**config.mk**
```make
export PLATFORM = sky130hd
export DESIGN_NAME = store_buffer
export DESIGN_NICKNAME = d
export VERILOG_FILES = /design/src/rtl/store_buffer.sv
export SDC_FILE = /design/constraint.sdc
export NUM_CORES = 1
export LEC_CHECK = 0
export CORE_UTILIZATION = 50
export DETAILED_ROUTE_END_ITERATION = 16
export MAX_ROUTING_LAYER = met4
export PLACE_DENSITY = 0.79
export SLEW_MARGIN = 20
export SYNTH_ARGS = -nofsm -noshare
export SYNTH_HDL_FRONTEND = slang
export SYNTH_SLANG_ARGS = --single-unit
```
**constraint.sdc**
```tcl
create_clock -name clk -period 4.24 [get_ports clk]
set_input_delay 0.848 -clock clk [delete_from_list [all_inputs] [get_ports clk]]
set_output_delay 0.848 -clock clk [all_outputs]
set_load 0.005 [all_outputs]
```
**src/rtl/store_buffer.sv**
```systemverilog
// store_buffer: RV32 store formatting (SB/SH/SW) into byte lanes plus a small
// FIFO that drains to data memory over a valid/ready handshake.
// Misaligned or illegal-width stores are consumed and dropped with st_err.
// Optional feature macro: STORE_FWD_EN enables a combinational store-to-load
// forwarding lookup (youngest matching word wins, no byte merging).
module store_buffer #(
    parameter int DEPTH = 4
) (
    input  logic                   clk,
    input  logic                   rst,
    input  logic                   in_valid,
    output logic                   in_ready,
    input  logic [2:0]             in_funct3,
    input  logic [31:0]            in_addr,
    input  logic [31:0]            in_data,
    output logic                   mem_valid,
    input  logic                   mem_ready,
    output logic [31:0]            mem_addr,
    output logic [31:0]            mem_wdata,
    output logic [3:0]             mem_be,
    output logic                   st_err,
    output logic [$clog2(DEPTH):0] count,
    input  logic [31:0]            ld_addr,
    output logic                   fwd_hit,
    output logic [31:0]            fwd_data,
    output logic [3:0]             fwd_be
);

    localparam int AW = $clog2(DEPTH);
    localparam int CW = AW + 1;

    logic [AW-1:0] wr_ptr_q, wr_ptr_d;
    logic [AW-1:0] rd_ptr_q, rd_ptr_d;
    logic [CW-1:0] count_q, count_d;
    logic          st_err_q, st_err_d;

    logic [29:0]   ent_addr_q  [DEPTH];
    logic [29:0]   ent_addr_d  [DEPTH];
    logic [31:0]   ent_wdata_q [DEPTH];
    logic [31:0]   ent_wdata_d [DEPTH];
    logic [3:0]    ent_be_q    [DEPTH];
    logic [3:0]    ent_be_d    [DEPTH];

    logic          fmt_ok;
    logic [3:0]    fmt_be;
    logic [31:0]   fmt_wdata;
    logic          accept;
    logic          push;
    logic          pop;

    // A full buffer never accepts, even when the head is popping this cycle.
    assign in_ready  = !rst && (count_q < CW'(DEPTH));
    assign accept    = in_valid && in_ready;
    assign push      = accept && fmt_ok;
    assign mem_valid = (count_q != '0);
    assign pop       = mem_valid && mem_ready;

    assign mem_addr  = {ent_addr_q[rd_ptr_q], 2'b00};
    assign mem_wdata = ent_wdata_q[rd_ptr_q];
    assign mem_be    = ent_be_q[rd_ptr_q];
    assign st_err    = st_err_q;
    assign count     = count_q;

    // Align rs2 data into byte lanes and flag misaligned / illegal widths.
    always_comb begin
        fmt_ok    = 1'b0;
        fmt_be    = 4'b0000;
        fmt_wdata = 32'h0;
        case (in_funct3)
            3'b000: begin
                fmt_ok    = 1'b1;
                fmt_be    = 4'b0001 << in_addr[1:0];
                fmt_wdata = {4{in_data[7:0]}};
            end
            3'b001: begin
                fmt_ok    = !in_addr[0];
                fmt_be    = in_addr[1] ? 4'b1100 : 4'b0011;
                fmt_wdata = {2{in_data[15:0]}};
            end
            3'b010: begin
                fmt_ok    = (in_addr[1:0] == 2'b00);
                fmt_be    = 4'b1111;
                fmt_wdata = in_data;
            end
            default: begin
                fmt_ok    = 1'b0;
            end
        endcase
    end

    // Pointer, occupancy and error-pulse next-state logic.
    always_comb begin
        wr_ptr_d = push ? wr_ptr_q + 1'b1 : wr_ptr_q;
        rd_ptr_d = pop  ? rd_ptr_q + 1'b1 : rd_ptr_q;
        count_d  = count_q;
        case ({push, pop})
            2'b10:   count_d = count_q + 1'b1;
            2'b01:   count_d = count_q - 1'b1;
            default: count_d = count_q;
        endcase
        st_err_d = accept && !fmt_ok;
    end

    // Entry storage next-state: only the slot at the write pointer changes.
    always_comb begin
        ent_addr_d  = ent_addr_q;
        ent_wdata_d = ent_wdata_q;
        ent_be_d    = ent_be_q;
        if (push) begin
            ent_addr_d[wr_ptr_q]  = in_addr[31:2];
            ent_wdata_d[wr_ptr_q] = fmt_wdata;
            ent_be_d[wr_ptr_q]    = fmt_be;
        end
    end

    // Control state with synchronous reset; reset discards all queued entries.
    always_ff @(posedge clk) begin
        if (rst) begin
            wr_ptr_q <= '0;
            rd_ptr_q <= '0;
            count_q  <= '0;
            st_err_q <= 1'b0;
        end else begin
            wr_ptr_q <= wr_ptr_d;
            rd_ptr_q <= rd_ptr_d;
            count_q  <= count_d;
            st_err_q <= st_err_d;
        end
    end

    // Entry payload registers; contents are meaningless until counted valid.
    always_ff @(posedge clk) begin
        ent_addr_q  <= ent_addr_d;
        ent_wdata_q <= ent_wdata_d;
        ent_be_q    <= ent_be_d;
    end

`ifdef STORE_FWD_EN
    logic [AW-1:0] fwd_idx;

    // Scan oldest to youngest so the youngest matching entry wins.
    always_comb begin
        fwd_hit  = 1'b0;
        fwd_data = 32'h0;
        fwd_be   = 4'b0000;
        fwd_idx  = rd_ptr_q;
        for (int i = 0; i < DEPTH; i++) begin
            fwd_idx = rd_ptr_q + AW'(i);
            if ((CW'(i) < count_q) && (ent_addr_q[fwd_idx] == ld_addr[31:2])) begin
                fwd_hit  = 1'b1;
                fwd_data = ent_wdata_q[fwd_idx];
                fwd_be   = ent_be_q[fwd_idx];
            end
        end
    end
`else
    logic unused_ld_addr;

    assign unused_ld_addr = ^ld_addr;
    assign fwd_hit        = 1'b0;
    assign fwd_data       = 32'h0;
    assign fwd_be         = 4'b0000;
`endif

endmodule

```
-- Yosys cells after proc, flatten, opt, wreduce, memory -nomap -nowiden
Cells that the tools add are included.
- multiplexer cells: 23
- reduce and logical (&&, ||, !) cells: 13
- eq/ne operators: 4
- bitwise gates (word level): 2
- $add $sub $neg: 4
- shift-type cells: 1
- magnitude comparators: 4
- operators by type and width (kind ; count):
    128-bit bitwise mux ; 1
    120-bit bitwise mux ; 1
    32-bit 2-to-1 mux ; 3
    32-bit one-hot mux with 3 select lines ; 1
    30-bit 2-to-1 mux ; 3
    32-bit binary-select mux with 2-bit select ; 1
    32-bit demux with 2-bit select ; 1
    30-bit binary-select mux with 2-bit select ; 1
    30-bit demux with 2-bit select ; 1
    16-bit bitwise mux ; 1
    4-bit 2-to-1 mux ; 4
    4-bit one-hot mux with 3 select lines ; 1
    4-bit binary-select mux with 2-bit select ; 1
    4-bit demux with 2-bit select ; 1
    3-bit greater-or-equal comparator, second input constant ; 2
    1-bit logical AND ; 6
    2-bit inverter with 3-bit output ; 2
    3-bit one-hot mux with 2 select lines ; 1
    2-bit by 1-bit adder with 2-bit output, second input constant ; 2
    1-bit by 2-bit left shift with 4-bit output, first input constant ; 1
    3-bit by 1-bit adder with 3-bit output, second input constant ; 1
    3-bit by 1-bit == test with 1-bit output, second input constant ; 1
    3-bit by 2-bit == test with 1-bit output, second input constant ; 1
    1-bit zero test ; 3
    10 further kinds ; 10
- flip-flop bits (word level): 272
- output and inout bits: 111
- bits of input ports: 103
- word-level logic and storage cells: 67

-- Longest topological paths before layout
Gate-level depths: netlist (run 1).
- depth after elaboration: 6
- gate-level depth with buffers: 10
- mapped depth without buffers: 9

-- Worst setup path before layout (run 1)
OpenSTA, ideal clock, no wires.
- kind: in2reg
- start point: input rst
- end point: register ent_addr_q[100] (netlist bit), enable pin
- stages: 4
- buffers on the path: 1
- setup slack: 0.594 ns
- arrival: 3.215 ns
- setup time: 0.431 ns
- data required time: 3.809 ns
- cells stage by stage: buf_6 or3b_4 a211oi_4 and2_1
- cells in the longest elaborated chain, start to end: 4
- ends and longest elaborated chain (element ; line ; source):
    from (decl) ; 10 ; input logic rst,
    1-bit zero test ; 52 ; assign in_ready = !rst && (count_q < CW'(DEPTH));
    1-bit logical AND ; 52 ;
    1-bit logical AND ; 53 ; assign accept = in_valid && in_ready;
    1-bit logical AND ; 54 ; assign push = accept && fmt_ok;
    to (signal assigned) ; 133 ; ent_addr_q <= ent_addr_d;
    to (decl) ; 37 ; logic [29:0] ent_addr_q [DEPTH];
Every way passes these cells.
A chain may end at the register's enable or synchronous reset.

-- Final worst setup path (run 1)
- start point: register rd_ptr_q[0]
- end point: output mem_wdata[19]
- cells in the longest elaborated chain, start to end: 4
- ends and longest elaborated chain (element ; line ; source):
    from (decl) ; 33 ; logic [AW-1:0] rd_ptr_q, rd_ptr_d;
    from (signal assigned) ; 125 ; rd_ptr_q <= rd_ptr_d;
    2-bit inverter with 3-bit output (not written as such) ; 59 ; assign mem_wdata = ent_wdata_q[rd_ptr_q];
    32-bit binary-select mux with 2-bit select ; 59 ;
    32-bit 2-to-1 mux (not written as such) (2 in series) ; 59 ;
    to (decl) ; 19 ; output logic [31:0] mem_wdata,
Every way passes these cells. The select of a mux whose other input is x is not followed.

==> Implementation_results.wiki, run 1 <==
{| class="wikitable"
! Metric !! Value
|-
| Crit path arrival time || 2.64 ns
|-
| Average wire per cell in the routed design || 21.1 um
|-
| RSZ-0062 raised after global routing || no
|-
| CTS Root Buffer Type || sky130_fd_sc_hd__clkbuf_16
|-
| Power per unit of standard cell area || 459 nW/um^2
|-
| R2r setup slk || 1.89 ns
|-
| Post-layout net count || 820
|-
| Number of H-tree branching levels || 1
|-
| Class of the worst hold path || reg -> reg
|-
| Total negative setup slack || 0 ns
|-
| Instance count along the most critical hold path || 1
|-
| Synthesized netlist cell count || 550
|-
| Number of cells on the critical path || 3
|-
| Total number of yosys warnings || 0
|-
| Sequential fraction of the synthesis area || 74.5%
|-
| Overflow after GRT || 0
|-
| Max-Cap Viols || 0
|-
| Highest achievable clock rate || ~0.29 GHz
|-
| Number of buffers added to fix hold violations after cts || 0
|-
| Crit. End Element || primary output
|-
| Count of pins on the block boundary || 214
|-
| Count of flip-flops with a built-in enable after synthesis || 264
|-
| Hold EP || wr_ptr_q[0]$_SDFFE_PP0P_
|-
| Length of the first detailed-routing pass in iterations || 5
|-
| Number of placement rows || 53
|-
| Via total after detailed routing || 5500
|-
| CP max FO || 30
|-
| Maximum vdd drop || 0.219 mV
|-
| Worst Max-Slew Pin Slew || between 1 and 1.5 ns
|-
| Hold Startpoint || wr_ptr_q[0]$_SDFFE_PP0P_
|-
| Worst EP required || 3.39 ns
|-
| Clock Pin Slew Worst Setup and Hold Paths || 0.06 ns
|-
| Critical Path Start || rd_ptr_q[0]$_SDFFE_PP0P_
|-
| Kind of cell adding the most delay to the critical path || buffers and inverters
|-
| Largest buffer count on any clock path || 3
|-
| Overall track demand over capacity in global routing || 20.0%
|-
| Delay of the slowest cell on the worst path || 0.77 ns
|-
| Static leakage || 4.47 nW
|-
| Average footprint of a synthesized cell || 19.7 um^2
|-
| Number of buffer cells added on primary ports || 142
|-
| Final setup violating endpoints || 0
|-
| Wire length of the first global-routing pass || about 32 mm
|-
| Number of hold violations in the final report || 0
|-
| Vias per inst || 5.46
|-
| Run status || finished, final reports clean
|-
| Placed cell area || 12600 um^2
|-
| Final Instance Area || 13600 um^2
|-
| Top-area cell type share of the netlist area || 73.0%
|-
| Most used standard cell by instance count after synthesis || sky130_fd_sc_hd__edfxtp_1
|-
| Number of diodes || 0
|-
| Number of antenna violations at the first check in global routing || 0
|-
| GPL Wtd Cong || 0.839
|-
| Area Overhead vs Synth || 25.6%
|-
| Synthesized flop and latch total || 272
|-
| Die height || 149 um
|-
| Critical path start-end classification || reg -> out
|-
| Cell type with the largest total area after synthesis || sky130_fd_sc_hd__edfxtp_1
|-
| Clock Skews || 0.0167 ns
|-
| Final period utilization || 82.3%
|-
| Buffer count from post-CTS setup fixing || 0
|-
| End-of-flow core utilization || 64.5%
|-
| Number of DRC violations after detailed-routing iteration 0 || about 400
|-
| Post-synth cell types || 32
|-
| Summed instance area of the synthesized netlist || roughly 11000 um^2
|-
| CTS tree || built
|-
| Horiz. Die Dim || 149 um
|-
| Effective utilization at floorplan || 51.3%
|-
| CORE AREA || between 20000 and 25000 um^2
|-
| Layout fillers || 1400
|-
| Total Routed Length || between 20 and 25 mm
|-
| Number of resized instances in the post-cts repair step || 0
|-
| Cell with the largest stage delay on the worst path || sky130_fd_sc_hd__dfxtp_4
|-
| Clock Sink Count || 272
|-
| Maximum number of pins on one net before global-route repair || 68
|-
| Crit path cell chain || buf_12 -> mux4_2 -> clkdlybuf4s50_1
|-
| Most numerous cell types in the synthesized netlist || sky130_fd_sc_hd__edfxtp_1, sky130_fd_sc_hd__mux4_2, sky130_fd_sc_hd__buf_4
|-
| Insertion delay to the later sink of the worst-skew pair || between 0.5 and 0.6 ns
|-
| Pins over their slew limit || 0
|-
| DPL Wire Length || 13.6 mm
|-
| Min cycle time layout || 3.49 ns
|-
| Clock buffer count from CTS || 28
|-
| Worst R2R Path Depth || 9
|-
| Reg2reg start || count[2]$_SDFFE_PP0P_
|-
| Worst slack on hold paths || ~0.52 ns
|-
| Via count of the first global-routing pass || 5686
|-
| Sum of buffers and inverters on the critical path || 2
|-
| Commonest register cell after synthesis || sky130_fd_sc_hd__edfxtp_1
|-
| Leading cell types by total area after synthesis || sky130_fd_sc_hd__edfxtp_1, sky130_fd_sc_hd__mux4_2, sky130_fd_sc_hd__buf_4
|-
| Startpoint type of the worst setup path || register
|-
| Worst R2R End || count[2]$_SDFFE_PP0P_
|-
| Post-DRT Antenna Nets || 0
|-
| Fraction of final layout cells sized beyond drive strength 1 || 19.4%
|-
| DRC Markers || 0
|-
| Worst relative slew slack || 32.8%
|-
| Async set-reset flop share out of synthesis || 0%
|-
| Total Die Area || 22300 um^2
|}
[cell usage in the layout, fill, tap and decap left out, types with 2 or more instances in the layout]
cell type,count
sky130_fd_sc_hd__buf_4,11
sky130_fd_sc_hd__ha_1,5
sky130_fd_sc_hd__and2_1,8
sky130_fd_sc_hd__bufinv_16,9
sky130_fd_sc_hd__nand2_1,32
sky130_fd_sc_hd__o21a_1,2
sky130_fd_sc_hd__and2_4,4
sky130_fd_sc_hd__nor2_1,11
sky130_fd_sc_hd__dfxtp_1,6
sky130_fd_sc_hd__clkbuf_16,28
sky130_fd_sc_hd__dfxtp_4,2
sky130_fd_sc_hd__a21oi_1,30
sky130_fd_sc_hd__nand2b_1,10
sky130_fd_sc_hd__inv_1,6
sky130_fd_sc_hd__edfxtp_1,264
sky130_fd_sc_hd__clkinv_1,2
sky130_fd_sc_hd__mux4_2,66
sky130_fd_sc_hd__or3_1,3
sky130_fd_sc_hd__a21o_1,17
sky130_fd_sc_hd__clkdlybuf4s50_1,142
sky130_fd_sc_hd__clkinvlp_4,3
sky130_fd_sc_hd__buf_12,6
sky130_fd_sc_hd__nor2b_1,4
sky130_fd_sc_hd__clkinv_2,5
sky130_fd_sc_hd__clkinv_4,2
sky130_fd_sc_hd__xor2_1,3
sky130_fd_sc_hd__conb_1,39
[registers in the layout, summed over array words and instances, names as in the netlist]
signal and flops:
ent_wdata_q 128, ent_addr_q 120, ent_be_q 16, count 3, rd_ptr_q 2, wr_ptr_q 2
st_err 1
[worst max path at each step]
stage / endpoint
global route: mem_wdata[17]
global placement: ent_wdata_q[59]$_DFFE_PP_
floorplan: ent_addr_q[100]$_DFFE_PP_
detailed placement: ent_wdata_q[59]$_DFFE_PP_
CTS: mem_wdata[23]
finish: mem_wdata[19]
[final cells by class]
class                           count  area [um^2]  share of cell area, %
Clock buffer                       28          701                   5.14
Clock inverter                     23          370                   2.72
Inverter                            7         26.3                  0.193
Multi-Input combinational cell    243         2470                   18.2
Sequential cell                   272         8100                   59.4
Tap cell                          275          344                   2.52
Timing Repair Buffer              159         1620                   11.9
[worst reg2reg max path, cell delays in order, from the launching register on]
cell and delay [ns]:
sky130_fd_sc_hd__dfxtp_1 0.37, sky130_fd_sc_hd__or3b_4 0.45, sky130_fd_sc_hd__a211oi_4 0.34, sky130_fd_sc_hd__inv_2 0.11, sky130_fd_sc_hd__ha_1 0.23, sky130_fd_sc_hd__inv_1 0.08
sky130_fd_sc_hd__fa_1 0.18, sky130_fd_sc_hd__xor2_1 0.08, sky130_fd_sc_hd__or3_1 0.31, sky130_fd_sc_hd__a21oi_1 0.15
[where the power goes]
part,internal [mW],switching (mW),total [mW]
clock network,1.76,1.01,2.77
logic,0.285,0.193,0.478
registers,2.97,0.0317,3.00
[routing by layer]
metal / track usage (%) / wire (um)
met1: 27.3 / 8770
met2: 32.1 / 10700
met3: 2.45 / 1400
met4: 5.41 / 354
met5: - / 0
[cells by family after synthesis]
kind of cell | share of synthesized area [%]
other | 0.0345
adder cells (fa/ha/maj) | 0.760
flip-flops | 74.5
AO/OA/AOI/OAI | 3.09
AND/OR/NAND/NOR | 3.30
multiplexers | 13.9
XOR/XNOR | 0.323
buffers and inverters | 4.10
[stage by stage]
stage	worst slack [ns]	power, mW	cells
floorplan	0.594	3.31	588
global placement	0.827	3.53	956
detailed placement	0.753	3.54	956
CTS	0.648	6.31	1007
global route	0.588	6.43	1007
finish	0.750	6.26	1007
Power figures use the tool's default switching activity.
==> run 2: changes to the inputs <==
clock period = 3.65 ns   (was 4.24 ns; I/O delays follow)
==> Implementation_results.wiki, run 2 (synthesis results as in run 1) <==
{| class="wikitable"
! Metric !! Value
|-
| Run status || finished, final reports clean
|-
| Clock Sink Count || 272 (unchanged)
|-
| CORE AREA || 21200 um^2 (unchanged)
|-
| Maximum number of pins on one net before global-route repair || 47 (-31%)
|-
| Horiz. Die Dim || 149 um (unchanged)
|-
| Effective utilization at floorplan || 51.3% (unchanged)
|-
| RSZ-0062 raised after global routing || no
|-
| Final setup violating endpoints || 0 (unchanged)
|-
| Most frequent cells in the layout || sky130_fd_sc_hd__edfxtp_1, sky130_fd_sc_hd__clkdlybuf4s50_1, sky130_fd_sc_hd__mux4_2
|-
| Average wire per cell in the routed design || 21.2 um (+0.38%)
|-
| Startpoint type of the worst setup path || register
|-
| Worst relative slew slack || 30.1% (-2.7 points)
|-
| Class of the worst hold path || reg -> reg
|-
| Largest buffer count on any clock path || 3 (unchanged)
|-
| Clock Pin Slew Worst Setup and Hold Paths || 0.06 ns (about the same)
|-
| Clock buffer count from CTS || 27 (-3.6%)
|-
| Sum of buffers and inverters on the critical path || 2 (unchanged)
|-
| Power Total || 6.74 mW (+7.8%)
|-
| Register with the highest flop count || ent_wdata_q
|-
| Vias per inst || 5.48 (+0.26%)
|-
| Number of H-tree branching levels || 1 (unchanged)
|-
| Number of antenna violations at the first check in global routing || 1 (+1)
|-
| Via count of the first global-routing pass || 5755 (+1.2%)
|-
| Post-layout worst setup margin || 0.373 ns (-0.376 ns)
|-
| Clock Skews || 0.0208 ns (+0.00411 ns)
|-
| Maximum vdd drop || 0.304 mV (+39%)
|-
| Crit path arrival time || 2.55 ns (-0.09 ns)
|-
| Pins over their slew limit || 0 (unchanged)
|-
| Placed cell area || 12600 um^2 (+0.42%)
|-
| CP max FO || 29 (-3.3%)
|-
| Critical Path Start || rd_ptr_q[0]$_SDFFE_PP0P_
|-
| Highest achievable clock rate || 0.305 GHz
|-
| Critical path start-end classification || reg -> out
|-
| Number of buffer cells added on primary ports || 142 (unchanged)
|-
| Wire length of the first global-routing pass || 32.0 mm (-0.58%)
|-
| Flip-flop count of the largest register, all copies and words added || 128 (unchanged)
|-
| Post-DRT Antenna Nets || 0 (unchanged)
|-
| GPL Wtd Cong || 0.863 (+2.8%)
|-
| Post-layout net count || 821 (+0.12%)
|-
| CTS Root Buffer Type || sky130_fd_sc_hd__clkbuf_16
|-
| DPL Wire Length || 13.8 mm (+1.6%)
|-
| Overall track demand over capacity in global routing || 20.0% (-0.028 points)
|-
| Crit path cell chain || buf_12 -> mux4_2 -> clkdlybuf4s50_1
|-
| Final period utilization || roughly nine tenths
|-
| Max-Cap Viols || 0 (unchanged)
|-
| Largest regs || ent_wdata_q x128, ent_addr_q x120, ent_be_q x16
|-
| Number of resized instances in the post-cts repair step || 0 (unchanged)
|-
| Total negative setup slack || 0 ns (unchanged)
|-
| Overflow after GRT || 0 (unchanged)
|-
| Kind of cell adding the most delay to the critical path || buffers and inverters
|-
| Most common cell after layout, fill and taps aside || sky130_fd_sc_hd__edfxtp_1
|-
| Area Overhead vs Synth || 24.3%
|-
| Worst Max-Slew Pin Slew || 1.05 ns (+0.0409 ns)
|-
| Min cycle time layout || about 3.3 ns
|-
| Number of hold violations in the final report || 0 (unchanged)
|-
| Total Die Area || 22300 um^2 (unchanged)
|-
| Delay of the slowest cell on the worst path || 0.63 ns (-0.14 ns)
|-
| Worst setup slack before clock tree synthesis || 0.396 ns (-0.357 ns)
|-
| Area taken by multi-input logic gates || 2470 um^2 (unchanged)
|-
| CTS tree || built
|-
| Insertion delay to the later sink of the worst-skew pair || 0.53 ns (about the same)
|-
| Worst EP required || 2.92 ns (-0.47 ns)
|-
| Count of pins on the block boundary || 214 (unchanged)
|-
| Static leakage || 4.40 nW (-1.6%)
|-
| DRC Markers || 0 (unchanged)
|-
| Reg2reg start || count[2]$_SDFFE_PP0P_
|-
| Layout fillers || 1429 (+2.1%)
|-
| Hold Startpoint || wr_ptr_q[0]$_SDFFE_PP0P_
|-
| Crit. End Element || primary output
|-
| Power per unit of standard cell area || 500 nW/um^2 (+8.9%)
|-
| Fraction of final layout cells sized beyond drive strength 1 || 18.0% (-1.4 points)
|-
| Buffer count from post-CTS setup fixing || 0 (unchanged)
|-
| Length of the first detailed-routing pass in iterations || 5 (unchanged)
|-
| Number of buffers added to fix hold violations after cts || 0 (unchanged)
|-
| Number of DRC violations after detailed-routing iteration 0 || 355 (-14%)
|-
| Total Routed Length || 21.4 mm (+0.48%)
|-
| Number of placement rows || 53 (unchanged)
|-
| Die height || 149 um (unchanged)
|-
| Total area of sequential cells || 8100 um^2 (unchanged)
|-
| Via total after detailed routing || 5520 (+0.36%)
|-
| Cell with the largest stage delay on the worst path || sky130_fd_sc_hd__dfxtp_4
|-
| Final Instance Area || 13500 um^2 (-1.0%)
|}
==> run 2: cell types whose count changed in the layout (fill, tap and decap cells not counted), moves of 2 or more <==
cell and change:
sky130_fd_sc_hd__clkbuf_1 +7, sky130_fd_sc_hd__clkbuf_8 +2, sky130_fd_sc_hd__clkinv_1 +3, sky130_fd_sc_hd__inv_6 +2, sky130_fd_sc_hd__bufinv_16 -6, sky130_fd_sc_hd__buf_12 +3, sky130_fd_sc_hd__clkinvlp_4 -3, sky130_fd_sc_hd__clkinv_2 -3
==> run 2: worst reg2reg max path, delay by kind of cell, from the launching register on <==
| family | cells | cell delay [ns] |
|---|---|---|
| buf+inv | 2 | 0.19 |
| flops | 1 | 0.37 |
| fa+ha+maj | 2 | 0.43 |
| xor+xnor | 1 | 0.09 |
| simple gates | 2 | 0.76 |
| compound gates | 2 | 0.51 |
==> run 2: area by class of cell <==
type / count / share of cell area (%)
antenna: 1 / 0.0185
clock buffer: 36 / 5.41
clock inverter: 13 / 1.08
inverter: 7 / 0.195
multi-input combinational: 243 / 18.3
sequential: 272 / 60.0
tap: 275 / 2.55
timing repair buffer: 161 / 12.4
==> run 2: metrics by stage <==
stage	hold slack [ns]	utilization [%]	std cells
2_1_floorplan	0.469	-	588
3_3_place_gp	0.482	59.6	958
3_5_place_dp	0.526	59.6	958
4_1_cts	0.539	63.8	1007
5_1_grt	0.558	63.8	1008
6_report	0.533	63.8	1008
==> run 2: power by group <==
part | switching (mW) | total, mW | internal, mW | leakage (nW)
clock | 1.08 | 2.69 | 1.61 | 0.427
sequential | 0.0280 | 3.48 | 3.45 | 2.47
combinational | 0.235 | 0.568 | 0.333 | 1.50
==> run 2: worst paths after layout <==
path | to | slack [ns] | cells past startpoint
worst max-delay path | mem_wdata[17] | 0.37 | 3
worst min-delay path | wr_ptr_q[0]$_SDFFE_PP0P_ | 0.53 | 1
worst max register to register | count[2]$_SDFFE_PP0P_ | 1.23 | 9
worst min register to register | wr_ptr_q[0]$_SDFFE_PP0P_ | 0.53 | 1
==> run 2: per-layer routing <==
metal / wire length, um / part of all wire [%] / global-route usage, %
met3: 1950 / 9.1 / 3.94
met2: 10800 / 51 / 32.5
met4: 295 / 1.4 / 5.00
met1: 8280 / 39 / 25.9
met5: 0 / 0 / -
==> run 3: changes to the inputs <==
CTS_CLUSTER_SIZE = 40   (was unset)
==> Implementation_results.wiki, run 3 (synthesis results as in run 1) <==
{| class="wikitable"
! Metric !! Value
|-
| Hold EP || wr_ptr_q[0]$_SDFFE_PP0P_
|-
| Post-DRT Antenna Nets || 0 (unchanged)
|-
| Final setup violating endpoints || 0 (unchanged)
|-
| Fraction of final layout cells sized beyond drive strength 1 || 18.4% (+0.38 points)
|-
| Run status || finished, final reports clean
|-
| Number of buffers added to fix hold violations after cts || 0 (unchanged)
|-
| Clock Pin Slew Worst Setup and Hold Paths || 0.06 ns (about the same)
|-
| Post-layout net count || 821 (unchanged)
|-
| Final Instance Area || 13500 um^2 (+0.30%)
|-
| Wire length of the first global-routing pass || 32.0 mm (+0.13%)
|-
| Startpoint type of the worst setup path || register
|-
| Buffer count from post-CTS setup fixing || 0 (unchanged)
|-
| Number of placement rows || 53 (unchanged)
|-
| Clock buffer count from CTS || 27 (unchanged)
|-
| Proportion of total power due to net switching || 19.7% (-0.20 points)
|-
| Worst relative slew slack || 30.5% (+0.42 points)
|-
| CP max FO || 29 (unchanged)
|-
| Number of H-tree branching levels || 1 (unchanged)
|-
| Cell with the largest stage delay on the worst path || sky130_fd_sc_hd__dfxtp_4
|-
| Count of pins on the block boundary || 214 (unchanged)
|-
| Vias per inst || 5.48 (+0.15%)
|-
| Number of buffer cells added on primary ports || 142 (unchanged)
|-
| RSZ-0062 raised after global routing || no
|-
| R2r setup slk || 1.23 ns (about the same)
|-
| Worst R2R End || count[2]$_SDFFE_PP0P_
|-
| Crit path cell chain || buf_12 -> mux4_2 -> clkdlybuf4s50_1
|-
| Pins over their slew limit || 0 (unchanged)
|-
| Crit path arrival time || 2.54 ns (about the same)
|-
| Total negative setup slack || 0 ns (unchanged)
|-
| Average wire per cell in the routed design || 21.1 um (-0.23%)
|-
| CTS Root Buffer Type || sky130_fd_sc_hd__clkbuf_16
|-
| Total Routed Length || 21.3 mm (-0.14%)
|-
| Maximum number of pins on one net before global-route repair || 47 (unchanged)
|-
| Post-layout worst setup margin || 0.377 ns (+0.00384 ns)
|-
| Sum of buffers and inverters on the critical path || 2 (unchanged)
|-
| Insertion delay to the later sink of the worst-skew pair || 0.54 ns (about the same)
|-
| Via total after detailed routing || 5534 (+0.25%)
|-
| Area Overhead vs Synth || 24.6%
|-
| Length of the first detailed-routing pass in iterations || 4 (-1)
|-
| Most common cell after layout, fill and taps aside || sky130_fd_sc_hd__edfxtp_1
|-
| Via count of the first global-routing pass || 5756 (+0.017%)
|-
| Portion of total power attributed to combinational logic || 8.3% (about the same)
|-
| Kind of cell adding the most delay to the critical path || buffers and inverters
|-
| Reg2reg start || count[2]$_SDFFE_PP0P_
|-
| Register share of total power || 50.8% (-0.8 points)
|-
| Clock Sink Count || 272 (unchanged)
|-
| Number of hold violations in the final report || 0 (unchanged)
|-
| Clock Skews || 0.0240 ns (+0.00315 ns)
|-
| Length of routed met3 wiring || 1.78 mm (-8.7%)
|-
| CTS tree || built
|-
| Worst setup slack before clock tree synthesis || 0.396 ns (unchanged)
|-
| GPL Wtd Cong || 0.863 (unchanged)
|-
| Static leakage || 4.42 nW (+0.54%)
|-
| Crit. End Element || primary output
|-
| Most frequent cells in the layout || sky130_fd_sc_hd__edfxtp_1, sky130_fd_sc_hd__clkdlybuf4s50_1, sky130_fd_sc_hd__mux4_2
|-
| Highest signal layer in the routed design || met4
|-
| Overall track demand over capacity in global routing || 20.0% (+0.052 points)
|-
| Number of DRC violations after detailed-routing iteration 0 || 412 (+16%)
|-
| Worst R2R Path Depth || 9 (unchanged)
|-
| Total Die Area || 22300 um^2 (unchanged)
|-
| WL met1 || 8.31 mm (+0.36%)
|-
| Relative contribution of the clock network to total power || 40.9% (+1.0 points)
|-
| Worst EP required || 2.92 ns (about the same)
|-
| Horiz. Die Dim || 149 um (unchanged)
|-
| Power Internal || 5.50 mW (+1.8%)
|-
| Class of the worst hold path || reg -> reg
|-
| Power Total || 6.85 mW (+1.5%)
|-
| Register with the highest flop count || ent_wdata_q
|-
| Hold Startpoint || wr_ptr_q[0]$_SDFFE_PP0P_
|-
| Die height || 149 um (unchanged)
|-
| Highest achievable clock rate || 0.306 GHz (+0.12%)
|-
| Largest regs || ent_wdata_q x128, ent_addr_q x120, ent_be_q x16
|-
| Critical path start-end classification || reg -> out
|-
| Overflow after GRT || 0 (unchanged)
|-
| Flip-flop count of the largest register, all copies and words added || 128 (unchanged)
|-
| Power per unit of standard cell area || 506 nW/um^2 (+1.2%)
|-
| Effective utilization at floorplan || 51.3% (unchanged)
|-
| CORE AREA || 21200 um^2 (unchanged)
|-
| DPL Wire Length || 13.8 mm (unchanged)
|-
| Max-Cap Viols || 0 (unchanged)
|-
| Maximum vdd drop || 0.295 mV (-3.0%)
|-
| Number of antenna violations at the first check in global routing || 1 (unchanged)
|-
| Placed cell area || 12600 um^2 (unchanged)
|-
| DRC Markers || 0 (unchanged)
|-
| Min cycle time layout || 3.27 ns (-0.00384 ns)
|-
| Worst Max-Slew Pin Slew || 1.04 ns (-0.00636 ns)
|-
| Net switching component of the power || 1.35 mW (+0.54%)
|-
| Number of resized instances in the post-cts repair step || 0 (unchanged)
|-
| Final period utilization || 89.7% (-0.11 points)
|-
| Instance count along the most critical hold path || 1 (unchanged)
|-
| Delay of the slowest cell on the worst path || 0.63 ns (about the same)
|-
| Wire length on met2 || 10.8 mm (about the same)
|-
| Largest buffer count on any clock path || 3 (unchanged)
|}
==> run 3: cell types whose count changed in the layout (fill, tap and decap cells not counted) <==
cell                        delta
sky130_fd_sc_hd__clkinv_2      +3
sky130_fd_sc_hd__bufinv_16     +2
sky130_fd_sc_hd__clkinv_1      +1
sky130_fd_sc_hd__clkbuf_8      -2
sky130_fd_sc_hd__clkbuf_1      -3
==> run 3: worst max-delay path by stage <==
stage	startpoint	end	slack, ns	depth (start not counted)
2_1_floorplan	rst	ent_addr_q[100]$_DFFE_PP_	0.12	4
3_3_place_gp	in_addr[0]	count[2]$_SDFFE_PP0P_	0.49	10
3_5_place_dp	in_addr[0]	count[2]$_SDFFE_PP0P_	0.40	10
4_1_cts	rd_ptr_q[0]$_SDFFE_PP0P_	mem_wdata[23]	0.29	3
5_1_grt	rd_ptr_q[0]$_SDFFE_PP0P_	mem_wdata[17]	0.20	3
6_report	rd_ptr_q[0]$_SDFFE_PP0P_	mem_wdata[20]	0.38	3
==> run 3: area by class of cell <==
class | instances | area [um^2]
multi-input cells | 243 | 2470
fillers | 1424 | 7620
clock inverters | 19 | 224
flip-flops and latches | 272 | 8100
diodes | 1 | 2.50
repair buffers | 161 | 1680
inverters | 7 | 26.3
clock buffers | 31 | 691
well taps | 275 | 344
==> run 3: worst register-to-register path, delay by kind of cell, from the launching register on <==
kind	cells	cell delay (ns)
flops	1	0.37
xor+xnor	1	0.09
fa+ha+maj	2	0.43
buf+inv	2	0.19
compound gates	2	0.51
simple gates	2	0.76
==> run 3: power groups by stage <==
stage | clock network [mW] | registers, mW | logic [mW]
3_5_place_dp | 0 | 3.55 | 0.571
2_1_floorplan | 0 | 3.53 | 0.316
4_1_cts | 2.85 | 3.48 | 0.575
6_report | 2.80 | 3.48 | 0.567
5_1_grt | 2.96 | 3.48 | 0.612
3_3_place_gp | 0 | 3.54 | 0.558
==> run 3: layer usage <==
layer  up-vias  GRT usage (%)
met5         -              -
met4         0           5.56
met2       262           32.5
met1      2814           26.1
met3        28           3.67
li1       2430              -
==> run 3: stage by stage <==
step           utilization (%)  instances  hold slack [ns]
6_report                  64.0       1009            0.525
3_5_place_dp              59.6        958            0.526
2_1_floorplan                -        588            0.469
3_3_place_gp              59.6        958            0.482
5_1_grt                   64.0       1009            0.557
4_1_cts                   64.0       1008            0.538
